===== src/rtl/id_ex_stage.sv =====
// ID/EX pipeline register: captures operands and control for EX, bypasses a same-cycle
// write-back, and inserts one bubble per load-use hazard while counting those bubbles.
module id_ex_stage #(
    parameter int DATA_W      = 32,
    parameter int ADDR_W      = 5,
    parameter int CTRL_W      = 8,
    parameter int STALL_CNT_W = 16
) (
    input  logic                   clk,
    input  logic                   reset,
    input  logic                   id_valid,
    input  logic [ADDR_W-1:0]      id_readAddr1,
    input  logic [ADDR_W-1:0]      id_readAddr2,
    input  logic [DATA_W-1:0]      id_readData1,
    input  logic [DATA_W-1:0]      id_readData2,
    input  logic [ADDR_W-1:0]      id_writeAddr,
    input  logic [DATA_W-1:0]      id_imm,
    input  logic [CTRL_W-1:0]      id_ctrl,
    input  logic                   wb_regWrite,
    input  logic [ADDR_W-1:0]      wb_writeAddr,
    input  logic [DATA_W-1:0]      wb_writeData,
    input  logic                   flush,
    input  logic                   ex_hold,
    output logic                   ex_valid,
    output logic [ADDR_W-1:0]      ex_readAddr1,
    output logic [ADDR_W-1:0]      ex_readAddr2,
    output logic [DATA_W-1:0]      ex_operand1,
    output logic [DATA_W-1:0]      ex_operand2,
    output logic [ADDR_W-1:0]      ex_writeAddr,
    output logic [DATA_W-1:0]      ex_imm,
    output logic [CTRL_W-1:0]      ex_ctrl,
    output logic                   hazard_stall,
    output logic [STALL_CNT_W-1:0] stall_cnt
);

    logic              wbLive;
    logic [DATA_W-1:0] operand1;
    logic [DATA_W-1:0] operand2;

    // Register 0 is hard-wired zero, so it is never a bypass target and always reads 0.
    always_comb begin
        wbLive   = wb_regWrite && (wb_writeAddr != '0);
        operand1 = id_readData1;
        operand2 = id_readData2;
        if (wbLive && (wb_writeAddr == id_readAddr1)) operand1 = wb_writeData;
        if (wbLive && (wb_writeAddr == id_readAddr2)) operand2 = wb_writeData;
        if (id_readAddr1 == '0) operand1 = '0;
        if (id_readAddr2 == '0) operand2 = '0;
    end

    // A load sitting in EX whose destination is read by the instruction in ID.
    always_comb begin
        hazard_stall = id_valid && ex_valid && ex_ctrl[1] && (ex_writeAddr != '0) &&
                       ((ex_writeAddr == id_readAddr1) || (ex_writeAddr == id_readAddr2));
    end

    // Flush beats hold beats bubble beats capture; only a bubble advances the counter.
    always_ff @(posedge clk or negedge reset) begin
        if (!reset) begin
            ex_valid     <= 1'b0;
            ex_readAddr1 <= '0;
            ex_readAddr2 <= '0;
            ex_operand1  <= '0;
            ex_operand2  <= '0;
            ex_writeAddr <= '0;
            ex_imm       <= '0;
            ex_ctrl      <= '0;
            stall_cnt    <= '0;
        end else if (flush || (!ex_hold && hazard_stall)) begin
            ex_valid     <= 1'b0;
            ex_readAddr1 <= '0;
            ex_readAddr2 <= '0;
            ex_operand1  <= '0;
            ex_operand2  <= '0;
            ex_writeAddr <= '0;
            ex_imm       <= '0;
            ex_ctrl      <= '0;
            if (!flush && (stall_cnt != '1)) stall_cnt <= stall_cnt + 1'b1;
        end else if (!ex_hold) begin
            ex_valid     <= id_valid;
            ex_readAddr1 <= id_readAddr1;
            ex_readAddr2 <= id_readAddr2;
            ex_operand1  <= operand1;
            ex_operand2  <= operand2;
            ex_writeAddr <= id_writeAddr;
            ex_imm       <= id_imm;
            ex_ctrl      <= id_valid ? id_ctrl : '0;
        end
    end

endmodule

===== config.mk =====
export PLATFORM = sky130hd
export DESIGN_NAME = id_ex_stage
export DESIGN_NICKNAME = d
export VERILOG_FILES = /design/src/rtl/id_ex_stage.sv
export SDC_FILE = /design/constraint.sdc
export NUM_CORES = 1
export LEC_CHECK = 0
export BUFFER_PORTS_ARGS = -buffer_cell sky130_fd_sc_hd__buf_2
export CAP_MARGIN = 10
export CORE_UTILIZATION = 44
export DETAILED_ROUTE_END_ITERATION = 12
export GPL_TIMING_DRIVEN = 0
export MAX_ROUTING_LAYER = met4
export PLACE_DENSITY = 0.75
export SLEW_MARGIN = 10
export SYNTH_ARGS = -nofsm -noshare
export SYNTH_HDL_FRONTEND = slang
export SYNTH_SLANG_ARGS = --single-unit

===== constraint.sdc =====
create_clock -name clk -period 2 [get_ports clk]
set_clock_uncertainty 0.1 [all_clocks]
set_input_delay 0.2 -clock clk [delete_from_list [all_inputs] [get_ports clk]]
set_output_delay 0.2 -clock clk [all_outputs]
set_load 0.02 [all_outputs]

==> impl_results.html, run 1 <==
<table>
<tr><th>Metric</th><th>Value</th></tr>
<tr><th colspan="2">Timing</th></tr>
<tr><td>Number of endpoints failing setup at the final stage</td><td>137</td></tr>
<tr><td>Unrepaired setup endpoints after global routing</td><td>true</td></tr>
<tr><td>Final Slew Violations</td><td>0</td></tr>
<tr><td>Maximum clock frequency</td><td>436 MHz</td></tr>
<tr><td>Fin crit share</td><td>1.15</td></tr>
<tr><td>Worst Setup Slack, final</td><td>-0.294 ns</td></tr>
<tr><td>Worst slew pin tran</td><td>0.699 ns</td></tr>
<tr><td>Total negative slack for setup checks</td><td>-24.94 ns</td></tr>
<tr><td>Hold Fails Final Rpt</td><td>0</td></tr>
<tr><td>Post-layout minimum cycle time</td><td>2.29 ns</td></tr>
<tr><td>Tightest slew margin relative to the limit</td><td>0.534</td></tr>
<tr><th colspan="2">Synth</th></tr>
<tr><td>Flops &amp; latches, synth</td><td>136</td></tr>
<tr><td>Number of distinct library cell variants in the gate-level netlist after synthesis</td><td>39</td></tr>
<tr><td>Average size of a mapped cell</td><td>11.9 µm²</td></tr>
<tr><td>Fraction of synthesis flops using an asynchronous set or reset pin</td><td>1.00</td></tr>
<tr><td>Simple-gate area share of the yosys netlist</td><td>0.133</td></tr>
<tr><td>Post-synthesis share of cell area spent on full adders, half adders and majority gates</td><td>0.00181</td></tr>
<tr><td>Summed instance area of the synthesized netlist</td><td>0.00693 mm²</td></tr>
<tr><td>Compound-gate portion of the synthesized area</td><td>0.147</td></tr>
<tr><td>Net count after synthesis</td><td>743</td></tr>
<tr><td>Cell count after synthesis</td><td>580</td></tr>
<tr><td>Main combinational cell family by area after synthesis</td><td>compound AO/OA/AOI/OAI gates</td></tr>
<tr><td>Yosys warning count</td><td>0</td></tr>
<tr><td>Post-synth EDFFs</td><td>0</td></tr>
<tr><td>Proportion of netlist area held by the largest area contributor</td><td>0.491</td></tr>
<tr><td>Dominant synthesized flop cell</td><td>dfrtp_1</td></tr>
<tr><td>Share of the synthesized netlist area taken by xor and xnor gates</td><td>0.0430</td></tr>
<tr><td>Cells taking the most area after synthesis</td><td>dfrtp_1 (49%), mux2_4 (13%), a32o_1 (9.2%), nand3b_1 (5.1%), xor2_1 (3.4%)</td></tr>
<tr><td>Seq/Total Area, Yosys</td><td>0.491</td></tr>
<tr><td>Proportion of synthesized area in mux cells</td><td>0.139</td></tr>
<tr><td>Dominant cell type by area after synthesis</td><td>dfrtp_1</td></tr>
<tr><th colspan="2">Clock tree</th></tr>
<tr><td>Longest Clk Path Bufs</td><td>2</td></tr>
<tr><td>Insertion delay of the later-clocked pin in the worst-skew pair</td><td>0.42 ns</td></tr>
<tr><td>Number of buffers inserted during clock tree synthesis</td><td>17</td></tr>
<tr><td>Clock Sinks</td><td>136</td></tr>
<tr><td>Root buffer cell</td><td>clkbuf_16</td></tr>
<tr><td>CTS tree</td><td>yes</td></tr>
<tr><td>Depth of the CTS H-tree</td><td>4</td></tr>
<tr><td>Register clock-pin slew on the reported worst setup and hold paths</td><td>0.06 ns</td></tr>
<tr><th colspan="2">GRT</th></tr>
<tr><td>Busiest layer in global routing</td><td>met2</td></tr>
<tr><td>Global-route track usage on met2</td><td>0.519</td></tr>
<tr><td>Overall routing resource usage</td><td>0.300</td></tr>
<tr><td>Grt ovf</td><td>0</td></tr>
<tr><td>Number of global-route vias before repair</td><td>6634</td></tr>
<tr><td>GRT met1 Usage</td><td>0.336</td></tr>
<tr><td>Wire length of the first global-routing pass</td><td>35.7 mm</td></tr>
<tr><td>Met3 usage in global routing</td><td>0.0599</td></tr>
<tr><td>Number of antenna violations at the first check in global routing</td><td>1</td></tr>
<tr><td>Pin count of the biggest net entering global routing</td><td>77</td></tr>
<tr><th colspan="2">Detailed routing</th></tr>
<tr><td>Antenna violation net count after detailed routing</td><td>0</td></tr>
<tr><td>Detailed Route Iter0 Violations</td><td>329</td></tr>
<tr><td>Post-detailed-route DRC marker count</td><td>0</td></tr>
<tr><td>Average wire per standard cell</td><td>20.3 µm</td></tr>
<tr><td>Post-detailed-route via-to-cell ratio</td><td>5.56</td></tr>
<tr><td>First-pass DRT Iterations</td><td>5</td></tr>
<tr><td>Vias after detailed routing</td><td>6669</td></tr>
<tr><td>Total Wirelength</td><td>24.3 mm</td></tr>
<tr><th colspan="2">Die</th></tr>
<tr><td>Floorplan Core Area</td><td>0.0153 mm²</td></tr>
<tr><td>Horizontal extent of the die</td><td>127 µm</td></tr>
<tr><td>Initial Util</td><td>0.454</td></tr>
<tr><td>Die Area</td><td>0.0163 mm²</td></tr>
<tr><td>Row cnt</td><td>45</td></tr>
<tr><td>Top-Level Pins</td><td>299</td></tr>
<tr><td>Die height</td><td>127 µm</td></tr>
<tr><th colspan="2">Finish</th></tr>
<tr><td>Commonest non-fill, non-tap cells in the layout</td><td>buf_2 (297), dfrtp_1 (131), a32o_1 (64), mux2_4 (60), nand2_1 (54)</td></tr>
<tr><td>Number of nets at the end of the flow</td><td>1139</td></tr>
<tr><td>Share of final-layout standard cells stronger than drive strength 1</td><td>0.500</td></tr>
<tr><td>P&amp;R area growth vs syn</td><td>52.5%</td></tr>
<tr><td>FILL cells</td><td>1111</td></tr>
<tr><td>Commonest non-fill, non-tap cell in the layout</td><td>buf_2</td></tr>
<tr><th colspan="2">Setup path</th></tr>
<tr><td>Crit path DAT</td><td>1.99 ns</td></tr>
<tr><td>Worst Setup Start Kind</td><td>flip-flop</td></tr>
<tr><td>Type of the worst setup path</td><td>reg2out</td></tr>
<tr><td>Crit path capture type</td><td>primary output</td></tr>
<tr><td>Critical Path Fanout Max</td><td>5</td></tr>
<tr><td>Critical path origin</td><td>ex_writeAddr[1]$_DFFE_PN0P_</td></tr>
<tr><td>Critical path required time</td><td>1.70 ns</td></tr>
<tr><td>Worst R2R Start</td><td>ex_writeAddr[1]$_DFFE_PN0P_</td></tr>
<tr><th colspan="2">Outcome</th></tr>
<tr><td>Status</td><td>complete, but fails checks</td></tr>
<tr><td>Violated checks</td><td>setup timing</td></tr>
<tr><th colspan="2">Pwr</th></tr>
<tr><td>Leak</td><td>5.29 nW</td></tr>
<tr><td>Cell area power density</td><td>689 mW/mm²</td></tr>
<tr><td>Total power consumption of the routed design</td><td>7.28 mW</td></tr>
<tr><td>Max rail drop VDD</td><td>0.554 mV</td></tr>
<tr><th colspan="2">Placed design</th></tr>
<tr><td>Number of buffer cells added on primary ports</td><td>298</td></tr>
<tr><td>Placer's final routability congestion estimate</td><td>0.847</td></tr>
<tr><td>Detailed placement HPWL</td><td>15.9 mm</td></tr>
<tr><th colspan="2">Hold path</th></tr>
<tr><td>Hold Path Origin</td><td>id_readAddr1[0]</td></tr>
<tr><td>Kind of path behind the tightest hold check</td><td>in2reg</td></tr>
<tr><th colspan="2">Run</th></tr>
<tr><td>Maximum Capacitance Violations</td><td>0</td></tr>
</table>
-- layer usage --
metal	up-vias	share of wire	wire length (µm)
li1	2955	-	-
met1	3300	0.38	9220
met2	345	0.52	12600
met3	69	0.071	1720
met4	0	0.034	820
met5	-	0	0
-- through the flow --
step	hold WS, ns	util	setup slack [ns]	area, µm²	cells
after floorplan	-0.196	-	-0.103	6970	580
after global placement	0.362	0.572	-1.58	8720	1089
after detailed placement	0.119	0.574	-0.352	8760	1090
after CTS	0.00105	0.676	-0.323	10300	1194
after global routing	0.0103	0.693	-0.367	10600	1200
final	0.00900	0.693	-0.294	10600	1200
-- logic make-up after synthesis --
logic type | Yosys count
xor gates and xnor gates | 34
AOI/OAI and AO/OA | 125
buffers and inverters | 55
and+or+nand+nor | 163
adders and majority gates | 1
DFF | 136
muxes | 66
-- synth_stat cells (3+ instances only) --
cell,number
clkbuf_1,33
nor3_1,8
xnor2_1,7
nand2_1,54
mux2_2,6
nor2_1,21
nand4_1,6
nand3_1,10
buf_4,9
a32o_1,64
xor2_1,27
a21oi_1,47
nand3b_1,47
dfrtp_1,136
a32oi_1,8
and3_1,3
buf_6,9
mux2_4,59
-- worst paths after layout --
path,cells after the start,slack [ns],endpoint
worst max register to register,11,-0.28,ex_operand1[15]$_DFFE_PN0P_
worst max-delay path,6,-0.29,hazard_stall
max in group asynchronous,3,0.78,ex_operand1[19]$_DFFE_PN0P_
min in group asynchronous,2,0.22,ex_imm[8]$_DFFE_PN0P_
worst min-delay path,3,0.009,ex_readAddr1[0]$_DFFE_PN0P_
worst min register to register,1,0.38,ex_operand1[13]$_DFFE_PN0P_
-- state kept, by name, indices dropped and copies added, names as in the netlist --
| signal | flops |
|---|---|
| ex_ctrl | 8 |
| ex_operand1 | 32 |
| ex_readAddr2 | 5 |
| ex_valid | 1 |
| ex_imm | 32 |
| ex_readAddr1 | 5 |
| ex_writeAddr | 5 |
| stall_cnt | 16 |
| ex_operand2 | 32 |
-- critical path, cell delays in order, from the launching register on --
cell and delay, ns:
dfrtp_2 0.43, or4_4 0.54, o2111ai_2 0.16, or2_1 0.13, buf_6 0.13, inv_8 0.05
buf_6 0.12
-- report_power, final --
group          leakage [nW]  internal [mW]  switching, mW
Sequential             1.82           2.89         0.0804
Clock                 0.274           1.86           1.20
Combinational          3.20          0.578          0.674
-- timing repair --
item	in CTS	in global routing
setup buffers	16	2
resized for setup	46	33
endpoints found under the hold margin	109	0
gates cloned	7	4
pin swaps	30	53
hold buffers	50	0
setup endpoints to repair	136	137
-- layout make-up --
cell class                 instances  area [µm²]  share of cell area
sequential                       136        3410               0.323
clock inverter                     7        67.6             0.00639
inverter                           1        11.3             0.00107
clock buffer                      24         502              0.0475
tap                              211         264              0.0250
timing repair buffer             377        2480               0.235
multi-input combinational        389        3440               0.326
buffer                            54         392              0.0371
antenna                            1        2.50            0.000237
Note: power is estimated with default switching activity, not from simulation.
==> run 2, diff against run 1 <==
- CORE_MARGIN: unset -> 2
==> run 2 against run 1 <==
The run still ends with setup timing left. Sequential power is essentially flat. Hold slack gained 0.022 ns. Combinational power is essentially flat. Final area shrank 3.3%. Register-to-register slack gained 0.04 ns. Global-route usage shrank 0.44 points. Routed wire length is essentially flat. Clock power grew 1%. Final cell count shrank 0.67%. Sequential share of layout area grew 1.1 points. Non-clock buffer count shrank 10. Critical path type unchanged.
==> impl_results.html, run 2 (synthesis gave the netlist of run 1 again) <==
<table>
<tr><th>Metric</th><th>Value</th></tr>
<tr><th colspan="2">GRT</th></tr>
<tr><td>Number of global-route vias before repair</td><td>6646 (was 6634)</td></tr>
<tr><td>Wire length of the first global-routing pass</td><td>36.5 mm (was 35.7 mm)</td></tr>
<tr><td>Pin count of the biggest net entering global routing</td><td>72 (was 77)</td></tr>
<tr><td>Grt ovf</td><td>0 (unchanged)</td></tr>
<tr><td>Number of antenna violations at the first check in global routing</td><td>2 (was 1)</td></tr>
<tr><td>Overall routing resource usage</td><td>0.296 (was 0.300)</td></tr>
<tr><th colspan="2">Setup path</th></tr>
<tr><td>Type of the worst setup path</td><td>reg2out (unchanged)</td></tr>
<tr><td>Crit-path cells</td><td>or4_4 &gt; o2111ai_2 &gt; or2_1 &gt; buf_6 &gt; inv_8 &gt; buf_6 (unchanged)</td></tr>
<tr><td>Critical Path Fanout Max</td><td>6 (was 5)</td></tr>
<tr><td>Critical path required time</td><td>1.70 ns (about the same)</td></tr>
<tr><td>Cell with the biggest individual delay on the critical path</td><td>or4_4 (unchanged)</td></tr>
<tr><td>Crit path DAT</td><td>2.01 ns (was 1.99 ns)</td></tr>
<tr><td>Crit path top cell by count</td><td>buf_6 (unchanged)</td></tr>
<tr><td>Crit path capture type</td><td>primary output (unchanged)</td></tr>
<tr><td>Biggest cell delay along the critical path</td><td>0.55 ns (was 0.54 ns)</td></tr>
<tr><td>Worst Setup Start Kind</td><td>flip-flop (unchanged)</td></tr>
<tr><td>Cell type group with the largest total delay on the critical path</td><td>simple AND/OR/NAND/NOR gates (unchanged)</td></tr>
<tr><td>Critical path buffers and inverters</td><td>3 (unchanged)</td></tr>
<tr><th colspan="2">Timing</th></tr>
<tr><td>Worst Setup Slack, final</td><td>-0.308 ns (was -0.294 ns)</td></tr>
<tr><td>Hold Fails Final Rpt</td><td>0 (unchanged)</td></tr>
<tr><td>Worst slew pin tran</td><td>0.674 ns (was 0.699 ns)</td></tr>
<tr><td>Final Slew Violations</td><td>0 (unchanged)</td></tr>
<tr><td>Number of endpoints failing setup at the final stage</td><td>135 (was 137)</td></tr>
<tr><td>Fin crit share</td><td>1.15 (about the same)</td></tr>
<tr><td>Total negative slack for setup checks</td><td>-23.91 ns (was -24.94 ns)</td></tr>
<tr><td>Tightest slew margin relative to the limit</td><td>0.551 (was 0.534)</td></tr>
<tr><td>Unrepaired setup endpoints after global routing</td><td>true (unchanged)</td></tr>
<tr><td>Worst hold slack across all endpoints</td><td>0.0307 ns (was 0.00900 ns)</td></tr>
<tr><td>Post-layout minimum cycle time</td><td>2.31 ns (was 2.29 ns)</td></tr>
<tr><td>Maximum clock frequency</td><td>433 MHz (was 436 MHz)</td></tr>
<tr><th colspan="2">Clock tree</th></tr>
<tr><td>Clock Sinks</td><td>136 (unchanged)</td></tr>
<tr><td>Number of buffers inserted during clock tree synthesis</td><td>17 (unchanged)</td></tr>
<tr><td>Root buffer cell</td><td>clkbuf_16 (unchanged)</td></tr>
<tr><td>CTS tree</td><td>yes (unchanged)</td></tr>
<tr><td>Longest Clk Path Bufs</td><td>2 (unchanged)</td></tr>
<tr><td>Depth of the CTS H-tree</td><td>4 (unchanged)</td></tr>
<tr><td>Insertion delay of the later-clocked pin in the worst-skew pair</td><td>0.42 ns (about the same)</td></tr>
<tr><td>Register clock-pin slew on the reported worst setup and hold paths</td><td>0.06 ns (about the same)</td></tr>
<tr><th colspan="2">Detailed routing</th></tr>
<tr><td>Detailed Route Iter0 Violations</td><td>455 (was 329)</td></tr>
<tr><td>Post-detailed-route DRC marker count</td><td>0 (unchanged)</td></tr>
<tr><td>Total Wirelength</td><td>24.4 mm (was 24.3 mm)</td></tr>
<tr><td>Post-detailed-route via-to-cell ratio</td><td>5.61 (was 5.56)</td></tr>
<tr><td>Vias after detailed routing</td><td>6684 (was 6669)</td></tr>
<tr><td>Average wire per standard cell</td><td>20.4 µm (was 20.3 µm)</td></tr>
<tr><td>First-pass DRT Iterations</td><td>5 (unchanged)</td></tr>
<tr><td>Antenna violation net count after detailed routing</td><td>0 (unchanged)</td></tr>
<tr><th colspan="2">Placed design</th></tr>
<tr><td>Placer's final routability congestion estimate</td><td>0.846 (was 0.847)</td></tr>
<tr><td>Detailed placement HPWL</td><td>16.3 mm (was 15.9 mm)</td></tr>
<tr><td>Number of buffer cells added on primary ports</td><td>298 (unchanged)</td></tr>
<tr><td>Cell count after placement</td><td>1090 (unchanged)</td></tr>
<tr><th colspan="2">Die</th></tr>
<tr><td>Initial Util</td><td>0.452 (was 0.454)</td></tr>
<tr><td>Row cnt</td><td>45 (unchanged)</td></tr>
<tr><td>Die height</td><td>129 µm (was 127 µm)</td></tr>
<tr><td>Floorplan Core Area</td><td>0.0153 mm² (about the same)</td></tr>
<tr><td>Horizontal extent of the die</td><td>129 µm (was 127 µm)</td></tr>
<tr><td>Die Area</td><td>0.0168 mm² (was 0.0163 mm²)</td></tr>
<tr><td>Top-Level Pins</td><td>299 (unchanged)</td></tr>
<tr><th colspan="2">Run</th></tr>
<tr><td>Maximum Capacitance Violations</td><td>0 (unchanged)</td></tr>
<tr><th colspan="2">Hold path</th></tr>
<tr><td>Kind of path behind the tightest hold check</td><td>in2reg (unchanged)</td></tr>
<tr><th colspan="2">Finish</th></tr>
<tr><td>Non-filler instance count after layout</td><td>1192 (was 1200)</td></tr>
<tr><td>Largest registers in the final layout</td><td>ex_imm (32), ex_operand1 (32), ex_operand2 (32) (unchanged)</td></tr>
<tr><td>Share of final-layout standard cells stronger than drive strength 1</td><td>0.470 (was 0.500)</td></tr>
<tr><td>P&amp;R area growth vs syn</td><td>47.4% (was 52.5%)</td></tr>
<tr><td>Number of nets at the end of the flow</td><td>1129 (was 1139)</td></tr>
<tr><td>Commonest non-fill, non-tap cell in the layout</td><td>buf_2 (unchanged)</td></tr>
<tr><td>Commonest non-fill, non-tap cells in the layout</td><td>buf_2 (296), dfrtp_1 (131), a32o_1 (64), mux2_4 (60), dlygate4sd3_1 (55) (was buf_2 (297), dfrtp_1 (131), a32o_1 (64), mux2_4 (60), nand2_1 (54))</td></tr>
<tr><th colspan="2">Pwr</th></tr>
<tr><td>Leak</td><td>5.11 nW (was 5.29 nW)</td></tr>
<tr><td>Cell area power density</td><td>715 mW/mm² (was 689 mW/mm²)</td></tr>
<tr><td>Max rail drop VDD</td><td>0.570 mV (was 0.554 mV)</td></tr>
<tr><th colspan="2">Outcome</th></tr>
<tr><td>Status</td><td>complete, but fails checks (unchanged)</td></tr>
<tr><td>Violated checks</td><td>setup timing (unchanged)</td></tr>
</table>
## run 2: cell count changes in the layout (fill, tap and decap cells not counted), moves of 5 or more
cell | before | now
a21oi_2 | 21 | 6
dlygate4sd3_1 | 50 | 55
buf_4 | 11 | 6
nor3_1 | 3 | 8
a21oi_1 | 26 | 41
buf_6 | 15 | 21
## run 2: final timing paths
check / start / endpoint / slack, ns / cells past startpoint
worst max-delay path: ex_writeAddr[2]$_DFFE_PN0P_ / hazard_stall / -0.31 / 6
min in group asynchronous: reset / ex_operand1[8]$_DFFE_PN0P_ / 0.26 / 2
worst min register to register: ex_operand1[18]$_DFFE_PN0P_ / ex_operand1[18]$_DFFE_PN0P_ / 0.38 / 1
worst min-delay path: id_readAddr2[4] / ex_readAddr2[4]$_DFFE_PN0P_ / 0.03 / 3
worst max register to register: ex_writeAddr[2]$_DFFE_PN0P_ / ex_operand2[17]$_DFFE_PN0P_ / -0.24 / 9
max in group asynchronous: reset / stall_cnt[2]$_DFFE_PN0P_ / 0.76 / 3
## run 2: what timing repair did
item,in CTS,in global routing
endpoints found under the setup margin,136,137
buffers inserted,9,0
cloned,4,0
hold buffers,55,0
endpoints found under the hold margin,124,0
gates resized for setup,28,16
pin swaps,16,3
## run 2: power by group
part,internal (mW),leakage [nW],switching [mW]
Combinational,0.568,3.00,0.664
Clock,1.88,0.289,1.22
Sequential,2.89,1.82,0.0845
Total,5.33,5.11,1.97
## run 2: routing by layer
metal | global-route usage | share of wire | up-vias
met5 | - | 0 | -
met4 | 0.139 | 0.036 | 0
met3 | 0.0751 | 0.085 | 71
met2 | 0.495 | 0.50 | 384
met1 | 0.333 | 0.38 | 3294
li1 | - | - | 2935
## run 2: worst min-delay path, cell delays in order
cell and delay, ns:
buf_2 0.15, nand3b_1 0.09, a21oi_1 0.06
## run 2: per-stage QoR
| step | area, µm² | util | setup slack (ns) | total power, mW |
|---|---|---|---|---|
| global route | 10200 | 0.667 | -0.417 | 7.55 |
| detailed placement | 8760 | 0.572 | -0.375 | 4.11 |
| global placement | 8720 | 0.570 | -1.59 | 4.08 |
| floorplan | 6970 | - | -0.103 | 3.60 |
| CTS | 10100 | 0.661 | -0.321 | 7.30 |
| finish | 10200 | 0.667 | -0.308 | 7.30 |
## run 2: cell type report
| cell class | count | area (µm²) |
|---|---|---|
| fill | 1181 | 5100 |
| sequential | 136 | 3410 |
| multi-input combinational | 389 | 3320 |
| timing repair buffer | 367 | 2250 |
| clock buffer | 22 | 494 |
| buffer | 54 | 369 |
| tap | 211 | 264 |
| clock inverter | 10 | 91.3 |
| inverter | 1 | 11.3 |
| antenna | 2 | 5.00 |
